**config.mk**
```make
export PLATFORM = sky130hd
export DESIGN_NAME = collenda_gpio
export DESIGN_NICKNAME = d
export VERILOG_FILES = /design/src/rtl/collenda_gpio_pkg.sv /design/src/rtl/collenda_gpio_sync.sv /design/src/rtl/collenda_gpio.sv
export SDC_FILE = /design/constraint.sdc
export NUM_CORES = 1
export LEC_CHECK = 0
export BUFFER_PORTS_ARGS = -buffer_cell sky130_fd_sc_hd__buf_2
export CAP_MARGIN = 20
export CORE_MARGIN = 2
export CORE_UTILIZATION = 53
export CTS_CLUSTER_DIAMETER = 50
export DETAILED_ROUTE_END_ITERATION = 16
export MAX_ROUTING_LAYER = met4
export PLACE_DENSITY = 0.85
export SLEW_MARGIN = 20
export SYNTH_ARGS = -nofsm -noshare
export SYNTH_HDL_FRONTEND = slang
export SYNTH_SLANG_ARGS = --single-unit
```
**constraint.sdc**
```tcl
create_clock -name clk -period 3.9 [get_ports clk]
set_clock_uncertainty 0.15 [all_clocks]
set_input_delay 0.78 -clock clk [delete_from_list [all_inputs] [get_ports clk]]
set_output_delay 0.78 -clock clk [all_outputs]
set_load 0.05 [all_outputs]
```
**src/rtl/collenda_gpio_pkg.sv**
```systemverilog
//------------------------------------------------------------------------------
// Module   : collenda_gpio_pkg
// Purpose  : Register map and parameter encodings shared by the GPIO block.
// Revision : 1.0
//------------------------------------------------------------------------------
`default_nettype none

package collenda_gpio_pkg;

   typedef enum logic [2:0] {
      ADDR_DATA      = 3'd0,
      ADDR_DIRECTION = 3'd1,
      ADDR_IRQMASK   = 3'd2,
      ADDR_EDGECAP   = 3'd3,
      ADDR_OUTSET    = 3'd4,
      ADDR_OUTCLEAR  = 3'd5,
      ADDR_RSVD6     = 3'd6,
      ADDR_RSVD7     = 3'd7
   } gpio_addr_e;

   localparam int EDGE_RISE = 0;
   localparam int EDGE_FALL = 1;
   localparam int EDGE_ANY  = 2;

   localparam int IRQ_LEVEL = 0;
   localparam int IRQ_EDGE  = 1;

   localparam int BUS_WIDTH = 32;

endpackage : collenda_gpio_pkg

`default_nettype wire

```
**src/rtl/collenda_gpio_sync.sv**
```systemverilog
//------------------------------------------------------------------------------
// Module   : collenda_gpio_sync
// Purpose  : Input synchroniser, history flop, warm-up gate and edge detector.
// Revision : 1.0
//------------------------------------------------------------------------------
`default_nettype none

module collenda_gpio_sync
   import collenda_gpio_pkg::*;
#(
   parameter int WIDTH       = 8,
   parameter int SYNC_STAGES = 2,
   parameter int EDGE_TYPE   = EDGE_RISE
) (
   input  logic             clk,
   input  logic             reset_n,
   input  logic [WIDTH-1:0] in_port,
   output logic [WIDTH-1:0] sync_in,
   output logic [WIDTH-1:0] edge_det
);

   localparam int                WARM_CYCLES = SYNC_STAGES + 1;
   localparam int                CNT_W       = $clog2(WARM_CYCLES + 1);
   localparam logic [CNT_W-1:0]  C_WARM_DONE = CNT_W'(WARM_CYCLES);

   logic [SYNC_STAGES-1:0][WIDTH-1:0] r_sync;
   logic [WIDTH-1:0]                  r_hist;
   logic [CNT_W-1:0]                  r_warm_cnt;
   logic                              w_warm_done;
   logic [WIDTH-1:0]                  w_edge_raw;

   always_ff @(posedge clk or negedge reset_n) begin
      if (!reset_n) begin
         r_sync <= '0;
         r_hist <= '0;
      end else begin
         r_sync <= {r_sync[SYNC_STAGES-2:0], in_port};
         r_hist <= r_sync[SYNC_STAGES-1];
      end
   end

   // Holds off capture until the chain and history flop contain real pin data.
   always_ff @(posedge clk or negedge reset_n) begin
      if (!reset_n) begin
         r_warm_cnt <= '0;
      end else if (!w_warm_done) begin
         r_warm_cnt <= r_warm_cnt + 1'b1;
      end
   end

   assign w_warm_done = (r_warm_cnt == C_WARM_DONE);
   assign sync_in     = r_sync[SYNC_STAGES-1];

   generate
      if (EDGE_TYPE == EDGE_FALL) begin : g_edge_fall
         assign w_edge_raw = ~sync_in & r_hist;
      end else if (EDGE_TYPE == EDGE_ANY) begin : g_edge_any
         assign w_edge_raw = sync_in ^ r_hist;
      end else begin : g_edge_rise
         assign w_edge_raw = sync_in & ~r_hist;
      end
   endgenerate

   assign edge_det = w_warm_done ? w_edge_raw : '0;

endmodule : collenda_gpio_sync

`default_nettype wire

```
**src/rtl/collenda_gpio.sv**
```systemverilog
//------------------------------------------------------------------------------
// Module   : collenda_gpio
// Purpose  : Memory-mapped GPIO port with direction, edge capture and IRQ.
// Revision : 1.0
//------------------------------------------------------------------------------
`default_nettype none

module collenda_gpio
   import collenda_gpio_pkg::*;
#(
   parameter int               WIDTH       = 8,
   parameter logic [WIDTH-1:0] RESET_VALUE = '0,
   parameter int               EDGE_TYPE   = EDGE_RISE,
   parameter int               IRQ_MODE    = IRQ_EDGE,
   parameter int               SYNC_STAGES = 2
) (
   input  logic                 clk,
   input  logic                 reset_n,
   input  logic [2:0]           address,
   input  logic                 chipselect,
   input  logic                 write_n,
   input  logic [BUS_WIDTH-1:0] writedata,
   output logic [BUS_WIDTH-1:0] readdata,
   input  logic [WIDTH-1:0]     in_port,
   output logic [WIDTH-1:0]     out_port,
   output logic [WIDTH-1:0]     out_oe,
   output logic                 irq
);

   logic [WIDTH-1:0]     r_data_out;
   logic [WIDTH-1:0]     r_direction;
   logic [WIDTH-1:0]     r_irqmask;
   logic [WIDTH-1:0]     r_edgecap;
   logic [BUS_WIDTH-1:0] r_readdata;

   logic [WIDTH-1:0]     w_sync_in;
   logic [WIDTH-1:0]     w_edge_det;
   logic [WIDTH-1:0]     w_wdata;
   logic [WIDTH-1:0]     w_w1c;
   logic                 w_wr;
   logic [BUS_WIDTH-1:0] w_rd_next;

   collenda_gpio_sync #(
      .WIDTH       (WIDTH),
      .SYNC_STAGES (SYNC_STAGES),
      .EDGE_TYPE   (EDGE_TYPE)
   ) u_sync (
      .clk      (clk),
      .reset_n  (reset_n),
      .in_port  (in_port),
      .sync_in  (w_sync_in),
      .edge_det (w_edge_det)
   );

   assign w_wr    = chipselect & ~write_n;
   assign w_wdata = writedata[WIDTH-1:0];
   assign w_w1c   = (w_wr && (address == ADDR_EDGECAP)) ? w_wdata : '0;

   generate
      if (WIDTH < BUS_WIDTH) begin : g_wdata_hi
         logic w_unused_wdata_hi;
         assign w_unused_wdata_hi = |writedata[BUS_WIDTH-1:WIDTH];
      end
   endgenerate

   always_ff @(posedge clk or negedge reset_n) begin
      if (!reset_n) begin
         r_data_out  <= RESET_VALUE;
         r_direction <= '0;
         r_irqmask   <= '0;
      end else if (w_wr) begin
         case (address)
            ADDR_DATA:      r_data_out  <= w_wdata;
            ADDR_DIRECTION: r_direction <= w_wdata;
            ADDR_IRQMASK:   r_irqmask   <= w_wdata;
            ADDR_OUTSET:    r_data_out  <= r_data_out | w_wdata;
            ADDR_OUTCLEAR:  r_data_out  <= r_data_out & ~w_wdata;
            default:        ;
         endcase
      end
   end

   // Capture is OR-ed in after the clear so a simultaneous edge is never lost.
   always_ff @(posedge clk or negedge reset_n) begin
      if (!reset_n) begin
         r_edgecap <= '0;
      end else begin
         r_edgecap <= (r_edgecap & ~w_w1c) | w_edge_det;
      end
   end

   always_comb begin
      w_rd_next = '0;
      case (address)
         ADDR_DATA:      w_rd_next = BUS_WIDTH'(w_sync_in);
         ADDR_DIRECTION: w_rd_next = BUS_WIDTH'(r_direction);
         ADDR_IRQMASK:   w_rd_next = BUS_WIDTH'(r_irqmask);
         ADDR_EDGECAP:   w_rd_next = BUS_WIDTH'(r_edgecap);
         default:        w_rd_next = '0;
      endcase
   end

   always_ff @(posedge clk or negedge reset_n) begin
      if (!reset_n) begin
         r_readdata <= '0;
      end else begin
         r_readdata <= w_rd_next;
      end
   end

   generate
      if (IRQ_MODE == IRQ_LEVEL) begin : g_irq_level
         assign irq = |(w_sync_in & r_irqmask);
      end else begin : g_irq_edge
         assign irq = |(r_edgecap & r_irqmask);
      end
   endgenerate

   assign readdata = r_readdata;
   assign out_port = r_data_out;
   assign out_oe   = r_direction;

endmodule : collenda_gpio

`default_nettype wire
```
* Yosys cells after proc, flatten, opt, wreduce, memory -nomap -nowiden
Cells that the tools add are included.
** Word-level totals
- Flip-flop bits (word level) :: 90
- Latch bits :: 0
- RAM bits :: 0
- Bits in read-only memories :: 0
- Input port bits :: 47
- Output and inout bits :: 49
- Logic and storage cells :: 38
- Memories kept :: 0
** Operators by class
- Add/subtract/negate cells :: 1
- $mul :: 0
- Div/mod/pow operators :: 0
- Order comparisons :: 0
- Equality and inequality tests :: 6
- Shift-type cells :: 0
- Mux-type cells :: 4
- Bitwise gates (word level) :: 11
- Reductions and logical operators :: 7
** Operators with widths (number)
- bitwise AND 8 bit :: 4
- case mux 8 bit (4 select lines) :: 1
- NOT 8 bit :: 3
- case mux 8 bit (3 select lines) :: 1
- two-way mux 8 bit :: 2
- OR 8 bit :: 2
- OR reduction 8 bit :: 1
- equality test 3 x 2 -> 1 bit, second input constant :: 2
- equality test 3 bit, second input constant :: 2
- AND reduction 2 bit :: 3
- equality test 3 x 1 -> 1 bit, second input constant :: 1
- zero test 3 bit :: 1
- nonzero test 3 bit :: 1
- adder 2 x 1 -> 2 bit, second input constant :: 1
- equality test 2 bit, second input constant :: 1
- bitwise AND 1 bit :: 1
- logical AND 1 bit :: 1
- NOT 1 bit :: 1

* Logic depth before layout (Yosys ltp)
Gate-level depths: netlist of the first run.
- Depth in word-level cells :: 7
- Mapped depth :: 5
- Mapped depth without buffers :: 3

* Modules after synthesis
Synthesis of the first run repeated with hierarchy kept, for this count alone.
** Unflattened totals
- Cells, all modules :: 204
- Area total of the unflattened synthesis :: 2895.3 µm²
** Modules (own cells, without submodules)
- collenda_gpio :: instances 1, cells an instance 158, area an instance 2065.7 µm², sequential area each 1001.0 µm²
- collenda_gpio_sync :: instances 1, cells an instance 46, area an instance 829.5 µm², sequential area each 650.6 µm²

* Least setup slack after synthesis of the first run
Ideal clock, no wire load.
- Path kind :: input-to-reg
- Start :: input write_n
- End :: register r_irqmask[0]
- Library setup time :: 0.125 ns
- Arrival :: 1.817 ns
- Required time :: 3.625 ns
- Path slack :: 1.807 ns
- Stages :: 4
- Path buffers :: 1
- Path through :: nand2b_4 > or4b_4 > buf_6 > mux2_4
** On the way
- Cells in the longest elaborated chain, start to end :: 3
** RTL lines
- from (decl) :: RTL line collenda_gpio.sv:21 : input logic write_n,
- NOT 1 bit :: RTL line collenda_gpio.sv:55 : assign w_wr = chipselect & ~write_n;
- bitwise AND 1 bit :: RTL line collenda_gpio.sv:55
- AND reduction 2 bit (no source line)
- to (signal assigned) :: RTL line collenda_gpio.sv:75 : ADDR_IRQMASK: r_irqmask <= w_wdata;
- to (decl) :: RTL line collenda_gpio.sv:32 : logic [WIDTH-1:0] r_irqmask;
Every way passes these cells.
A chain may end at the register's enable or synchronous reset.

* Worst setup path in the final report of the first run
- Start :: register r_irqmask[0]
- End :: output irq
** On the way
- Cells in the longest elaborated chain, start to end :: 2
** RTL lines
- bitwise AND 8 bit :: RTL line collenda_gpio.sv:115 : assign irq = |(r_edgecap & r_irqmask);
- OR reduction 8 bit :: RTL line collenda_gpio.sv:115
- to (decl) :: RTL line collenda_gpio.sv:27 : output logic irq
Every way passes these cells.

==> results.md, run 1 <==
- Initial antenna violation count: 0
- WP data required: 2.97 ns
- RD Place Congestion: approximately 0.80
- DRC: 0
- Post CTS Setup Buffer Count: 0
- CTS tree: done
- CP Launch Type: flop
- Layout cells sized above 1: 0.363
- Setup TNS: 0 ns
- Die height: roughly 76 um
- Power per Cell Area: 578 nW/um2
- RSZ-0062 raised after global routing: false
- CTS Hold Bufs: 0
- Leakage: 1.46 nW
- CTS resizes: 0
- Total wire length: 5130 um
- Number of setup violations in the final report: 0
- Synth-to-Final Area Change: 13.1%
- Int Power: 1.16 mW
- Worst skew pair latency: around 0.34 ns
- Worst min path class: flop to flop
- Final ANT Viol Nets: 0
- Net Switching: around 0.63 mW
- Vias in the first global route: around 1.6k
- First-pass GRT wire length: 7740 um
- # IOs: 96
- CP arrival: 1.40 ns
- Die X: 75.8 um
- IO buf count: 47
- Critical-path cell list: a22oi_1 > nand4_1 > buf_2
- Least-Margin Pin Slew: around 0.80 ns
- Top cells by area, synth: dfrtp_1, buf_4, mux4_2
- CTS clk-pin slew, worst paths: 0.06 ns
- Die area: 5750 um2
- Seq cells post-synth: 66
- Max Root-Sink Buffers: 2
- Sw Share: 0.351
- CP bufs+invs: 1
- Post-synthesis sequential area ratio: 0.604
- Power share of the sequential group: 0.467
- Average wire per standard cell: 16.1 um
- Vias per cell: approximately 5.3
- Share of the synthesized area in the top cell type: 0.604
- Nets: 295
- Initial DRC Count: 127
- Cells after Synth: 194
- Max FO, Critical Path: 3
- TritonCTS Buffers: 9
- Clock share of power: 0.258
- Crit Path Category: flop to output port
- Fmax: 429 MHz
- Worst hold slack: 0.197 ns
- Initial core utilization: 0.542
- Largest net degree at the start of global routing: 67
- Peak VDD IR: 0.326 mV
- Placed Cells: 305
- Worst path slowest cell: dfrtp_1
- Mapped Avg Cell Area: around 14 um2
- Worst stage delay on the critical path: 0.40 ns
- Number of max-cap violations: 0
- Synth area leader: dfrtp_1
- GRT Overall Usage: 0.201
- Num rows: 26
- Cell family with most CP delay: flip-flops
- Final Critical Period: 2.33 ns
- Antenna Cells: 0
- Slew HR: 0.468
- Status: completed
- H-tree depth: 3
- Pins Over Slew Limit: 0
- Synth warn: 0
- Gr ovfl total: 0
- Area of the core: 5040 um2
- Clock sinks: 66
- Post-Syn Area: 2740 um2
- Endpoints failing hold: 0
- Element type at the critical path end: output port
- Hpwl dp: 3440 um
- First drt pass iteration count: 4
- Logic gate share of total power: 0.275
- Root buffer cell: clkbuf_8
- Layout Utilization: 0.613
- Distinct cells, synth: 28
- Final period utilization: 0.598
- Final cell count without fillers: 318
- Via count: 1686
==> flip-flops by register name, summed over array words and instances, names as in the netlist <==
name and count:
out_oe 8, out_port 8, r_edgecap 8, r_irqmask 8, readdata 8, u_sync.r_hist 8
u_sync.r_sync 8, u_sync.sync_in 8, u_sync.r_warm_cnt 2
==> logic make-up (layout without fill, tap and decap cells) <==
logic type      count (synthesis)  in the layout  share of synthesized area
flops                          66             66                      0.604
simple gates                   40             40                     0.0878
buf+inv                        32             63                     0.0810
compound gates                 28             28                     0.0714
mux                            25             25                      0.147
fa+ha+maj                       1              1                    0.00457
other cells                     1             24                    0.00137
xor+xnor                        1              1                    0.00320
==> power groups by stage <==
stage | clock (mW) | combinational (mW) | sequential [mW]
6_report | 0.461 | 0.492 | 0.834
5_1_grt | 0.487 | 0.517 | 0.845
4_1_cts | 0.463 | 0.495 | 0.834
3_5_place_dp | 0 | 0.495 | 0.845
3_3_place_gp | 0 | 0.485 | 0.841
2_1_floorplan | 0 | 0.209 | 1.03
==> area by class of cell <==
cell class,instances,area [um2]
Clock inverter,1,5.00
Tap cell,70,87.6
Fill cell,410,1950
Timing Repair Buffer,50,255
Sequential cell,66,1650
Clock buffer,11,141
Multi-Input combinational cell,119,948
Inverter,1,3.75
==> worst paths after layout <==
check	slack (ns)	startpoint	endpoint	cells past startpoint
max in group asynchronous	2.62	reset_n	out_port[3]	2
worst max-delay path	1.57	r_irqmask[0]	irq	3
worst min register to register	0.20	u_sync.r_sync[7]	u_sync.sync_in[7]	0
worst min-delay path	0.20	u_sync.r_sync[7]	u_sync.sync_in[7]	0
min in group asynchronous	0.45	reset_n	u_sync.r_sync[7]	2
worst max register to register	2.40	u_sync.r_warm_cnt[0]	u_sync.r_warm_cnt[1]	2
==> synthesized netlist by cell type <==
cell       number
nand3b_1        1
a22oi_1         4
mux2_4          8
a221o_1         8
inv_1           1
nand2b_4        1
nand2b_1        1
buf_2           3
mux4_2          8
nand2_1        16
clkbuf_1        2
dfrtp_1        66
a211o_2         1
and2_1          8
nor3b_1         8
buf_4          24
conb_1          1
mux2_2          9
buf_1           1
buf_6           1
nor2_2          1
nor3_1          1
nand4bb_1       1
o21ai_0        15
or4b_4          1
nand4_1         1
ha_1            1
xnor2_1         1
==> cell usage in the layout, fill, tap and decap left out, types with 4 or more instances in the layout <==
cell	n
mux4_2	8
mux2_4	8
o21ai_0	15
nand2_1	16
conb_1	24
and2_1	8
mux2_2	9
nor3b_1	8
a221o_1	8
buf_2	48
a22oi_1	4
clkbuf_8	10
dfrtp_1	66
==> metal layers <==
metal | routed length [um] | share of wire | track usage
met5 | 0 | 0 | -
met3 | 239 | 0.047 | 0.0529
met2 | 2520 | 0.49 | 0.294
met1 | 2250 | 0.44 | 0.259
met4 | 117 | 0.023 | 0.101
==> through the flow <==
| step | power, mW | area (um2) | worst slack, ns |
|---|---|---|---|
| after floorplan | 1.23 | 2820 | 1.81 |
| after global placement | 1.33 | 2940 | 1.32 |
| after detailed placement | 1.34 | 2940 | 1.30 |
| after CTS | 1.79 | 3090 | 1.56 |
| after global routing | 1.85 | 3090 | 1.51 |
| final | 1.79 | 3090 | 1.57 |
(Power assumes the default switching activity.)
==> run 2, diff against run 1 <==
- CORE_UTILIZATION: 53 -> 49
- PLACE_DENSITY: 0.85 -> 0.8
- clock period: 3.9 -> 2.4 ns (I/O delays scaled with it)
==> results.md, run 2 (synthesis results as in run 1) <==
- R2R Setup Slk: 0.92 ns (-1.48 ns)
- Failing checks: hold timing
- Status: complete, but fails checks
- Area of the core: 5440 um2 (+7.9%)
- Total wire length: 5260 um (+2.6%)
- Hpwl dp: 3660 um (+6.1%)
- Die height: 78.7 um (+3.8%)
- Number of setup violations in the final report: 0 (unchanged)
- GRT Overall Usage: 0.194 (-0.00678)
- Via count: 1709 (+1.4%)
- Max FO, Critical Path: 3 (unchanged)
- H-tree depth: 3 (unchanged)
- Crit Path Category: flop to output port
- CTS tree: done
- Number of max-cap violations: 0 (unchanged)
- Antenna Cells: 0 (unchanged)
- Worst min path class: input pin to asynchronous set/reset pin
- Peak VDD IR: 0.642 mV (+97%)
- IO buf count: 47 (unchanged)
- Fin area: 3140 um2 (+1.5%)
- Die X: 78.7 um (+3.8%)
- Setup TNS: 0 ns (unchanged)
- First-pass GRT wire length: 8640 um (+12%)
- Final ANT Viol Nets: 0 (unchanged)
- CP Launch Type: flop
- Endpoints failing hold: 10 (+10)
- Gr ovfl total: 0 (unchanged)
- Average wire per standard cell: 16.2 um (+0.35%)
- Commonest non-fill, non-tap cell in the layout: dfrtp_1
- Reg2reg end: u_sync.r_warm_cnt[1]
- Pins Over Slew Limit: 0 (unchanged)
- Final period utilization: 0.829
- Worst skew pair latency: 0.33 ns (about the same)
- RD Place Congestion: 0.746 (-6.7%)
- Vias per cell: 5.26 (-0.82%)
- CTS clk-pin slew, worst paths: 0.07 ns (about the same)
- Root buffer cell: clkbuf_8
- Num rows: 27 (+3.8%)
- Commonest non-fill, non-tap cells in the layout: dfrtp_1, buf_2, conb_1
- RSZ-0062 raised after global routing: false
- PnR worst setup slack: 0.410 ns (-1.16 ns)
- Least-Margin Pin Slew: 0.561 ns (-0.237 ns)
- Initial antenna violation count: 0 (unchanged)
- R2R depth: 2 (unchanged)
- TritonCTS Buffers: 9 (unchanged)
- Fmax: 502 MHz
- Initial core utilization: 0.503 (-0.0396)
- CTS resizes: 0 (unchanged)
- Clock sinks: 66 (unchanged)
- Placed Area: 2990 um2 (+1.5%)
- Max Root-Sink Buffers: 2 (unchanged)
- Initial DRC Count: 132 (+3.9%)
- DRC: 0 (unchanged)
- Post CTS Setup Buffer Count: 0 (unchanged)
- First drt pass iteration count: 4 (unchanged)
- Element type at the critical path end: output port
- Power per Cell Area: 931 nW/um2 (+61%)
- # IOs: 96 (unchanged)
- Slew HR: 0.626 (+0.158)
- Die area: 6200 um2 (+7.7%)
- Source of the worst register-to-register timing path: u_sync.r_warm_cnt[0]
- WP data required: 1.77 ns (-1.20 ns)
- Worst hold slack: -0.00524 ns (-0.202 ns)
- Largest net degree at the start of global routing: 43 (-36%)
- Leakage: 1.48 nW (+1.4%)
- CTS Hold Bufs: 0 (unchanged)
- Worst Setup SP: r_irqmask[3]
- Layout cells sized above 1: 0.364 (+0.000733)
- Pre-CTS WS: 0.370 ns (-0.930 ns)
- Vias in the first global route: 1702 (+8.9%)
- Final Critical Period: around 2.0 ns
- Nets: 298 (+1.0%)
- CP arrival: 1.36 ns (-0.04 ns)
- Synth-to-Final Area Change: 14.8%
run 2: worst max-delay path by stage:
stage	end	slack (ns)	cells past startpoint
final	irq	0.41	3
after global routing	irq	0.33	3
after CTS	irq	0.37	3
after detailed placement	r_irqmask[3]	0.37	3
after global placement	r_irqmask[0]	0.40	3
after floorplan	r_irqmask[0]	0.61	4
run 2: critical path, stage by stage (launching register included):
cell	delay (ns)
dfrtp_1	0.40
a22oi_1	0.27
nand4_1	0.13
buf_2	0.23
run 2: cell type report:
cell class | count | area, um2
multi-input combinational | 119 | 948
inverter | 1 | 3.75
sequential | 66 | 1650
tap | 72 | 90.1
fill | 442 | 2300
timing repair buffer | 53 | 293
clock buffer | 14 | 153
run 2: report_power, final:
part	leakage, nW	total (mW)	internal [mW]	switching [mW]
logic	0.637	0.809	0.254	0.556
registers	0.762	1.36	1.26	0.0973
clock network	0.0766	0.758	0.394	0.364
total	1.48	2.92	1.91	1.02
run 2: through the flow:
stage                     instances  hold slack [ns]  total power [mW]   util
after floorplan                 217           0.0344              2.01      -
after global placement          311            0.182              2.16  0.549
after detailed placement        311            0.190              2.19  0.549
after CTS                       325          0.00382              2.95  0.577
after global routing            325           0.0253              3.05  0.577
final                           325         -0.00524              2.92  0.577
run 2: routing by layer:
layer / routed length, um / GRT usage / vias up / share of wire
met4: 110 / 0.128 / 0 / 0.021
met5: 0 / - / - / 0
li1: - / - / 756 / -
met3: 349 / 0.0466 / 8 / 0.066
met1: 2310 / 0.267 / 874 / 0.44
met2: 2490 / 0.256 / 71 / 0.47
